$ cat config.mk
export PLATFORM = sky130hd
export DESIGN_NAME = cam_fifo_flat
export DESIGN_NICKNAME = d
export VERILOG_FILES = /design/src/rtl/cam_fifo_if.sv /design/src/rtl/cam_fifo.sv /design/src/flat_wrapper.sv
export SDC_FILE = /design/constraint.sdc
export NUM_CORES = 2
export LEC_CHECK = 0
export CAP_MARGIN = 0
export CORE_MARGIN = 5
export CORE_UTILIZATION = 40
export CTS_BUF_LIST = sky130_fd_sc_hd__clkbuf_8
export DETAILED_ROUTE_END_ITERATION = 10
export HOLD_SLACK_MARGIN = 0.1
export PLACE_DENSITY_LB_ADDON = 0.25
export SYNTH_ARGS = -nofsm -noshare
export SYNTH_HDL_FRONTEND = slang
export SYNTH_SLANG_ARGS = --single-unit
$ cat constraint.sdc
create_clock -name clk -period 8.8 [get_ports clk]
set_input_delay 1.76 -clock clk [delete_from_list [all_inputs] [get_ports clk]]
set_output_delay 1.76 -clock clk [all_outputs]
set_load 0.03 [all_outputs]
$ cat src/rtl/cam_fifo_if.sv
`default_nettype none
// ============================================================================
// Module   : cam_fifo_if
// Brief    : Bus bundle for cam_fifo: queue handshake plus associative probe.
// Revision : 1.0
// ============================================================================
interface cam_fifo_if #(
    parameter int WIDTH     = 64,
    parameter int KEY_WIDTH = 58,
    parameter int DEPTH     = 8
);
    localparam int LOG_DEPTH = $clog2(DEPTH);

    logic                 flush;
    logic                 push;
    logic [WIDTH-1:0]     data_in;
    logic                 pop;
    logic [WIDTH-1:0]     data_out;
    logic                 empty;
    logic                 full;
    logic [LOG_DEPTH:0]   count;
    logic [KEY_WIDTH-1:0] lookup_key;
    logic                 lookup_hit;
    logic [LOG_DEPTH-1:0] lookup_idx;
    logic [WIDTH-1:0]     lookup_data;
    logic                 overflow;
    logic                 underflow;

    modport master (
        output flush, push, data_in, pop, lookup_key,
        input  data_out, empty, full, count, lookup_hit, lookup_idx,
               lookup_data, overflow, underflow
    );

    modport slave (
        input  flush, push, data_in, pop, lookup_key,
        output data_out, empty, full, count, lookup_hit, lookup_idx,
               lookup_data, overflow, underflow
    );
endinterface
`default_nettype wire

$ cat src/rtl/cam_fifo.sv
`default_nettype none
// ============================================================================
// Module   : cam_fifo
// Brief    : In-order FIFO with a youngest-match associative key lookup.
// Revision : 1.0
// ============================================================================
module cam_fifo #(
    parameter int WIDTH     = 64,
    parameter int KEY_WIDTH = 58,
    parameter int DEPTH     = 8
) (
    input  wire         clk,
    input  wire         reset,
    cam_fifo_if.slave   bus
);
    localparam int LOG_DEPTH = $clog2(DEPTH);
    localparam logic [LOG_DEPTH:0]   C_DEPTH   = (LOG_DEPTH+1)'(DEPTH);
    localparam logic [LOG_DEPTH:0]   C_CNT_ONE = (LOG_DEPTH+1)'(1);
    localparam logic [LOG_DEPTH-1:0] C_PTR_ONE = LOG_DEPTH'(1);

    logic [WIDTH-1:0]     r_data [DEPTH];
    logic [DEPTH-1:0]     r_valid;
    logic [LOG_DEPTH-1:0] r_head;
    logic [LOG_DEPTH-1:0] r_tail;
    logic [LOG_DEPTH:0]   r_count;
    logic                 r_overflow;
    logic                 r_underflow;

    logic                 w_empty;
    logic                 w_full;
    logic                 w_pop_ok;
    logic                 w_push_ok;
    logic [DEPTH-1:0]     w_match;
    logic                 w_hit;
    logic [LOG_DEPTH-1:0] w_idx;
    logic [LOG_DEPTH-1:0] w_slot;

    assign w_empty   = (r_count == '0);
    assign w_full    = (r_count == C_DEPTH);
    assign w_pop_ok  = bus.pop && !w_empty && !bus.flush;
    assign w_push_ok = bus.push && !bus.flush && (!w_full || w_pop_ok);

    // Data storage carries no reset; valid bits alone decide what is live.
    always_ff @(posedge clk) begin
        if (w_push_ok && !reset) begin
            r_data[r_tail] <= bus.data_in;
        end
    end

    always_ff @(posedge clk) begin
        if (reset) begin
            r_valid     <= '0;
            r_head      <= '0;
            r_tail      <= '0;
            r_count     <= '0;
            r_overflow  <= 1'b0;
            r_underflow <= 1'b0;
        end else begin
            r_overflow  <= bus.push && !w_push_ok && !bus.flush;
            r_underflow <= bus.pop  && !w_pop_ok  && !bus.flush;
            if (bus.flush) begin
                r_valid <= '0;
                r_head  <= '0;
                r_tail  <= '0;
                r_count <= '0;
            end else begin
                // Clear before set so a push+pop at full keeps the shared slot valid.
                if (w_pop_ok) begin
                    r_valid[r_head] <= 1'b0;
                    r_head          <= r_head + C_PTR_ONE;
                end
                if (w_push_ok) begin
                    r_valid[r_tail] <= 1'b1;
                    r_tail          <= r_tail + C_PTR_ONE;
                end
                case ({w_push_ok, w_pop_ok})
                    2'b10:   r_count <= r_count + C_CNT_ONE;
                    2'b01:   r_count <= r_count - C_CNT_ONE;
                    default: r_count <= r_count;
                endcase
            end
        end
    end

    generate
        for (genvar gi = 0; gi < DEPTH; gi++) begin : g_match
            assign w_match[gi] = r_valid[gi] &&
                                 (r_data[gi][KEY_WIDTH-1:0] == bus.lookup_key);
        end
    endgenerate

    // Walk slots oldest to youngest from head; the last hit seen is the youngest.
    always_comb begin
        w_hit  = 1'b0;
        w_idx  = '0;
        w_slot = '0;
        for (int a = 0; a < DEPTH; a++) begin
            w_slot = r_head + LOG_DEPTH'(a);
            if (w_match[w_slot]) begin
                w_hit = 1'b1;
                w_idx = w_slot;
            end
        end
    end

    assign bus.lookup_hit  = w_hit;
    assign bus.lookup_idx  = w_idx;
    assign bus.lookup_data = w_hit ? r_data[w_idx] : '0;
    assign bus.data_out    = r_data[r_head];
    assign bus.empty       = w_empty;
    assign bus.full        = w_full;
    assign bus.count       = r_count;
    assign bus.overflow    = r_overflow;
    assign bus.underflow   = r_underflow;
endmodule
`default_nettype wire

$ cat src/flat_wrapper.sv
// flat-port wrapper written by rule: the top's interface ports become plain ports
module cam_fifo_flat 
#(
    parameter int WIDTH     = 64,
    parameter int KEY_WIDTH = 58,
    parameter int DEPTH     = 8
)
  (clk, reset, bus_flush, bus_push, bus_data_in, bus_pop, bus_lookup_key, bus_data_out, bus_empty, bus_full, bus_count, bus_lookup_hit, bus_lookup_idx, bus_lookup_data, bus_overflow, bus_underflow);
  cam_fifo_if #(.WIDTH(WIDTH), .KEY_WIDTH(KEY_WIDTH), .DEPTH(DEPTH)) bus_i ();
  input  wire clk;
  input  wire reset;
  input wire logic [$bits(bus_i.flush)-1:0] bus_flush;
  input wire logic [$bits(bus_i.push)-1:0] bus_push;
  input wire logic [$bits(bus_i.data_in)-1:0] bus_data_in;
  input wire logic [$bits(bus_i.pop)-1:0] bus_pop;
  input wire logic [$bits(bus_i.lookup_key)-1:0] bus_lookup_key;
  output wire logic [$bits(bus_i.data_out)-1:0] bus_data_out;
  output wire logic [$bits(bus_i.empty)-1:0] bus_empty;
  output wire logic [$bits(bus_i.full)-1:0] bus_full;
  output wire logic [$bits(bus_i.count)-1:0] bus_count;
  output wire logic [$bits(bus_i.lookup_hit)-1:0] bus_lookup_hit;
  output wire logic [$bits(bus_i.lookup_idx)-1:0] bus_lookup_idx;
  output wire logic [$bits(bus_i.lookup_data)-1:0] bus_lookup_data;
  output wire logic [$bits(bus_i.overflow)-1:0] bus_overflow;
  output wire logic [$bits(bus_i.underflow)-1:0] bus_underflow;
  assign bus_i.flush = bus_flush;
  assign bus_i.push = bus_push;
  assign bus_i.data_in = bus_data_in;
  assign bus_i.pop = bus_pop;
  assign bus_i.lookup_key = bus_lookup_key;
  assign bus_data_out = bus_i.data_out;
  assign bus_empty = bus_i.empty;
  assign bus_full = bus_i.full;
  assign bus_count = bus_i.count;
  assign bus_lookup_hit = bus_i.lookup_hit;
  assign bus_lookup_idx = bus_i.lookup_idx;
  assign bus_lookup_data = bus_i.lookup_data;
  assign bus_overflow = bus_i.overflow;
  assign bus_underflow = bus_i.underflow;
  cam_fifo #(.WIDTH(WIDTH), .KEY_WIDTH(KEY_WIDTH), .DEPTH(DEPTH)) u_core (.clk(clk), .reset(reset), .bus(bus_i));
endmodule
# After elaboration in Yosys (flattened, before gate mapping)
# Memory sizes are Yosys's and may differ from the RTL's. A register that Yosys moved wholly into a read port is not among the register bits.
# Index checks and enable logic that the tools add are counted.
# op_classes
eq_ne	11
n_div	0
n_bitwise	3
add_sub_neg	10
n_mul	0
n_shift	0
n_lt_le_gt_ge	11
muxes	46
n_reduce_logical	29
# ops
op	n
== test 58 bit	8
2-to-1 mux 64 bit	1
< comparator 3 x 4 -> 1 bit, second input constant	9
2-to-1 mux 8 bit	4
2-to-1 mux 3 bit	10
binary-select mux 1 bit (select 3 bit)	8
2-to-1 mux 1 bit	20
logical AND 1 bit	19
adder 3 bit, second input constant	4
bitwise AND 8 bit	1
NOT 8 bit	1
bitwise OR 8 bit	1
case mux 4 bit (2 select lines)	1
adder 3 x 1 -> 3 bit, second input constant	2
adder 3 x 2 -> 3 bit, second input constant	2
demux 1 bit (select 3 bit)	2
>= comparator 3 x 1 -> 1 bit, second input constant	2
logical NOT 1 bit	6
adder 4 x 1 -> 4 bit, second input constant	1
== test 4 bit, second input constant	1
logical NOT 4 bit	1
subtractor 4 x 1 -> 4 bit, second input constant	1
== test 2 x 1 -> 1 bit, second input constant	1
== test 2 bit, second input constant	1
other kinds (3)	3
# totals
in_bits	127
ram_bits	512
wordCells	117
out_inout_bits	140
mem_bits_ro	0
regBits	20
latchBits	0
memories	1
# memory_table
name	depth	word_bits	rd	rd_ports_with_merged_regs	wr	line	rtl
u_core.r_data	8	64	10	1	1	cam_fifo.sv:21	logic [WIDTH-1:0] r_data [DEPTH];

# Logic depth before layout (Yosys ltp)
# An unclocked memory read counts as a cell.
# logic_depth
word_depth	14
mapped_depth	20
ltp_nobuf	14

# Least setup slack after synthesis
# OpenSTA, ideal clock, no wires.
# synth_path
path_type	in2reg
start	in bus_pop
end	mem u_core.r_data[0][0] (enable)
t_arrival_ns	7.357
required_ns	8.235
setup_ns	0.565
setup_slack_ns	0.879
cell_stages	7
n_path_buf	0
cell_sequence	nand2b_1 nor2_1 o21ai_0 nor2_1 inv_1 or3_1 nor3_1
# synth_via
elab_chain_cells	7
# synth_rtl
item	line	rtl
start: declaration	flat_wrapper.sv:15	input wire logic [$bits(bus_i.pop)-1:0] bus_pop;
logical AND 1 bit (2 in a row)	cam_fifo.sv:40	assign w_pop_ok = bus.pop && !w_empty && !bus.flush;
via u_core.w_pop_ok	cam_fifo.sv:31	logic w_pop_ok;
logical OR 1 bit	cam_fifo.sv:41	assign w_push_ok = bus.push && !bus.flush && (!w_full || w_pop_ok);
logical AND 1 bit	cam_fifo.sv:41	
logical AND 1 bit	cam_fifo.sv:45	if (w_push_ok && !reset) begin
2-to-1 mux 1 bit	cam_fifo.sv:45	
2-to-1 mux 1 bit (implied by the code)	cam_fifo.sv:46	r_data[r_tail] <= bus.data_in;
end: declaration	cam_fifo.sv:21	
# The timed path passes the listed nets, and every way through them passes these cells.

# Worst setup path after layout
# layout_path
start	in bus_lookup_key[34]
end	out bus_lookup_data[1]
# layout_via
elab_chain_cells	14
elab_cells_between_ends	50
cone_classes	8 x eq/ne; 33 x mux; 8 x reduce/logical; 1 x memory
# layout_rtl
item	line	rtl
start: declaration	flat_wrapper.sv:16	input wire logic [$bits(bus_i.lookup_key)-1:0] bus_lookup_key;
== test 58 bit	cam_fifo.sv:88	(r_data[gi][KEY_WIDTH-1:0] == bus.lookup_key);
logical AND 1 bit	cam_fifo.sv:87	assign w_match[gi] = r_valid[gi] &&
binary-select mux 1 bit (select 3 bit)	cam_fifo.sv:99	if (w_match[w_slot]) begin
2-to-1 mux 1 bit (implied by the code)	cam_fifo.sv:99	
2-to-1 mux 3 bit (8 in a row)	cam_fifo.sv:99	
memory read (8 x 64 bit)	--	
2-to-1 mux 64 bit *	cam_fifo.sv:108	assign bus.lookup_data = w_hit ? r_data[w_idx] : '0;
end: declaration	flat_wrapper.sv:23	output wire logic [$bits(bus_i.lookup_data)-1:0] bus_lookup_data;
# Every way passes the cells marked *; elsewhere a longest branch is shown, timed or not. The select of a mux whose other input is x is not followed.

==> results_dict.tcl <==
set metrics [dict create \
    min_path_cells 2 \
    crit_path_top_delay_cell "clkdlybuf4s50_1" \
    setup_tns_ns 0 \
    postCtsSetupBuffers 0 \
    ys_seq_area_frac 0.447 \
    dp_hpwl_um 162000 \
    syn_nets 3333 \
    yosys.area_share.simple 0.177 \
    outcome "completed" \
    synth_top_family_by_area "simple AND/OR/NAND/NOR gates" \
    fin_skew_ns 0.0294 \
    wl_per_cell_um 39.6 \
    path_cells "clkdlybuf4s50_1 -> buf_4 -> xnor2_1 -> buf_4 -> nand4_1 -> nor4_1 -> buf_4 -> nand3_1 -> o22ai_2 -> mux4_1 -> or4b_1 -> a2111oi_2 -> o22ai_1 -> a21o_4 -> inv_2 -> nand2_4 -> buf_12 -> a31oi_1 -> a211o_1 -> buf_12" \
    antenna_found_initial 7 \
    die_h_um 308 \
    yosysTopAreaCell "edfxtp_1" \
    min_to "u_core.bus.count[3]" \
    synth_cell_types 75 \
    cp_slowest_stage_delay_ns 0.66 \
    power_density_mw_per_mm2 128 \
    irDropWorstVdd_uv 156 \
    cts_hold_buf 0 \
    postSynthCellCount 3195 \
    cp.arrival_ns 6.96 \
    synth_top_area_share 0.434 \
    slew_viol_final 0 \
    drt-initial-drc-count 4914 \
    syn_to_final_growth_pct 31.4 \
    rrSetupSlack_ns 4.50 \
    htreeDepth 3 \
    tightest_slew_ns 1.02 \
    hold_path_startpoint "u_core.bus.count[3]" \
    drtPass1Iterations 6 \
    fin_cells 5146 \
    ios 267 \
    synthesis.area_mm2 0.0354 \
    synth.avg_cell_area_um2 11.1 \
    synth_adder_area_share 0.00410 \
    io_buffers 266 \
    post-route-period-util 0.990 \
    route.detailed.drc 0 \
    rr_endpoint "u_core.r_data[0][59]" \
    synth_compound_area_frac 0.109 \
    min_path_type "flop to flop" \
    critPathLaunchType "primary input" \
    ant_nets 0 \
    worstReg2RegStart "u_core.bus.count[0]" \
    initial_utilization 0.402 \
    max_freq_mhz 115 \
    layout.nets 4038 \
    synth.mux.area_fraction 0.134 \
    end_kind "output port" \
    clkSinkCount 535 \
    drive_above_1_share 0.272 \
    post-route-min-period_ns 8.72 \
    grt_pass1_vias 32427 \
    synthFlopType "edfxtp_1" \
    gp_congestion 1.16 \
    fillers 7914 \
    cpMostUsedCell "buf_4" \
    yosys_warnings 0 \
    crit_buf_inv 7 \
    path_clk_slew_ns 0.06 \
    hold_violations 0 \
    rows 109 \
    grt_max_degree 81 \
    whs_ns 0.539 \
    cp_top_family "buffers and inverters" \
    leakagePower_nw 16.3 \
    placed_cells 4969 \
    fin_util 0.528 \
    power_mw 5.97 \
    die_x_um 308 \
    cts_made_buffers 94 \
    via_count 34191 \
    grt-ovfl-total 0 \
    yosys_register_bits 535 \
    cts_buffer_depth 3 \
    clk_latency_ns 0.79 \
    max_cap_violations 0 \
    grt_pass1_wl_um 274000 \
    rr_worst_depth 10 \
    synthXorXnorAreaFrac 0.0922 \
    die_area_mm2 0.0946 \
    worstSetupPathType "primary input to output port" \
    synth_edf_count 512 \
    slew_headroom 0.318 \
    cts_tree "built" \
    grt_usage 0.418 \
    synth_async_sr_flop_share 0 \
    cts_root_buf "clkbuf_8" \
    critPathRequiredTime_ns 7.04 \
    routed_wl_um 204000 \
    coreArea_mm2 0.0881 \
    synthTopCellsByArea "edfxtp_1 43%, mux4_2 8.5%, xnor2_1 8.3%" \
    critical_path.max_fanout 30 \
    setup_viol 0 \
    viasPerCell 6.64 \
]
Yosys cell counts (all sizes together) (17+ instances only):
cell type	instances
a31oi	93
nand3b	26
mux4	134
o22ai	26
or3	17
a221oi	56
nor3b	17
a21oi	96
dfxtp	23
a211oi	24
edfxtp	512
nor4	75
nor2	58
nor3	33
nand2b	206
xnor2	334
a22o	21
buf	125
mux2i	79
clkbuf	121
and3	45
inv	46
nand2	286
o21ai	52
a211o	37
xor2	39
nand4	241
mux2	84
a2bb2oi	23
o2111ai	32
nand3	111
worst max path at each step:
stage,from,endpoint,slack (ns),depth (start not counted)
detailed placement,bus_lookup_key[54],bus_lookup_data[52],-0.11,19
floorplan,bus_pop,u_core.r_data[0][0],0.88,7
global route,bus_lookup_key[25],bus_lookup_data[46],-0.0009,19
CTS,bus_lookup_key[35],bus_lookup_data[52],0.02,18
finish,bus_lookup_key[34],bus_lookup_data[1],0.08,20
global placement,bus_lookup_key[54],bus_lookup_data[52],-0.09,19
sequential cells by signal (all words and copies together), names as in the netlist, named ones only:
| signal | cells |
|---|---|
| u_core.bus.count | 4 |
| u_core.r_valid | 8 |
| u_core.r_data | 512 |
| u_core.r_tail | 3 |
| u_core.bus.overflow | 1 |
| u_core.bus.underflow | 1 |
| u_core.r_head | 3 |
kinds of logic (layout without fill, tap and decap cells):
family	after synthesis	after routing
fa+ha+maj	11	11
simple gates	1152	1152
other cells	0	2
xor+xnor	373	373
buf+inv	295	1079
flops	535	535
compound gates	532	532
mux	297	297
per-stage QoR:
step | worst slack (ns) | area, um^2
detailed placement | -0.109 | 44400
global placement | -0.0910 | 44400
finish | 0.0841 | 46500
global route | -0.000852 | 46500
floorplan | 0.879 | 35400
CTS | 0.0202 | 46400
power breakdown:
| group | leakage [nW] | switching (mW) | internal [mW] |
|---|---|---|---|
| Sequential | 4.80 | 0.0161 | 2.80 |
| Clock | 1.05 | 1.13 | 1.26 |
| Combinational | 10.5 | 0.470 | 0.292 |
| Total | 16.3 | 1.61 | 4.35 |
metal layers:
metal,routed length [um],share of wire,global-route usage,vias up
met5,39,0.00019,0,-
met4,14500,0.071,0.221,6
met3,23300,0.11,0.111,531
met2,88600,0.43,0.635,2593
met1,77400,0.38,0.551,17187
li1,-,-,-,13874
worst reg2reg max path: cells and delay by family (launching register included):
family / cells / cell delay, ns
buffers and inverters: 3 / 1.50
AO/OA/AOI/OAI: 1 / 0.24
AND/OR/NAND/NOR: 6 / 1.66
flip-flops: 1 / 0.44
cell type report:
cell class | instances | area (um^2) | area share
multi-input combinational | 2365 | 18600 | 0.400
clock buffer | 96 | 1320 | 0.0284
sequential | 535 | 15900 | 0.341
clock inverter | 79 | 577 | 0.0124
timing repair buffer | 855 | 8510 | 0.183
antenna | 2 | 5.00 | 0.000108
inverter | 49 | 186 | 0.00401
tap | 1165 | 1460 | 0.0313
cell usage in the layout, fill, tap and decap left out, types with 14 or more instances in the layout:
| cell type | instances |
|---|---|
| and3_1 | 45 |
| a211o_1 | 37 |
| dfxtp_1 | 19 |
| a221oi_1 | 39 |
| a21oi_1 | 95 |
| o21ai_0 | 35 |
| nor4_1 | 70 |
| nand2b_1 | 203 |
| nand2_1 | 282 |
| or3_1 | 17 |
| xnor2_1 | 320 |
| a211oi_1 | 23 |
| o22ai_1 | 22 |
| buf_4 | 531 |
| nor2_1 | 54 |
| buf_12 | 125 |
| clkdlybuf4s50_1 | 187 |
| mux4_2 | 133 |
| mux2_2 | 84 |
| a31oi_1 | 93 |
| inv_1 | 69 |
| o21ai_1 | 17 |
| nand4_1 | 241 |
| clkinv_2 | 14 |
| clkbuf_8 | 96 |
| nand3b_1 | 26 |
| nand3_1 | 109 |
| xor2_1 | 39 |
| a2bb2oi_1 | 23 |
| a22o_1 | 20 |
| mux2i_1 | 79 |
| nor3b_1 | 17 |
| a221oi_2 | 17 |
| a22oi_1 | 14 |
| o2111ai_1 | 32 |
| edfxtp_1 | 512 |
| clkinv_1 | 24 |
| nor3_1 | 29 |
what timing repair did:
item                                    CTS  global route
gates resized for setup                   4            33
pin swaps                                 0             1
endpoints found under the setup margin   59            64
gates cloned                              0             0
No activity file was read; power rests on OpenSTA's default activity.
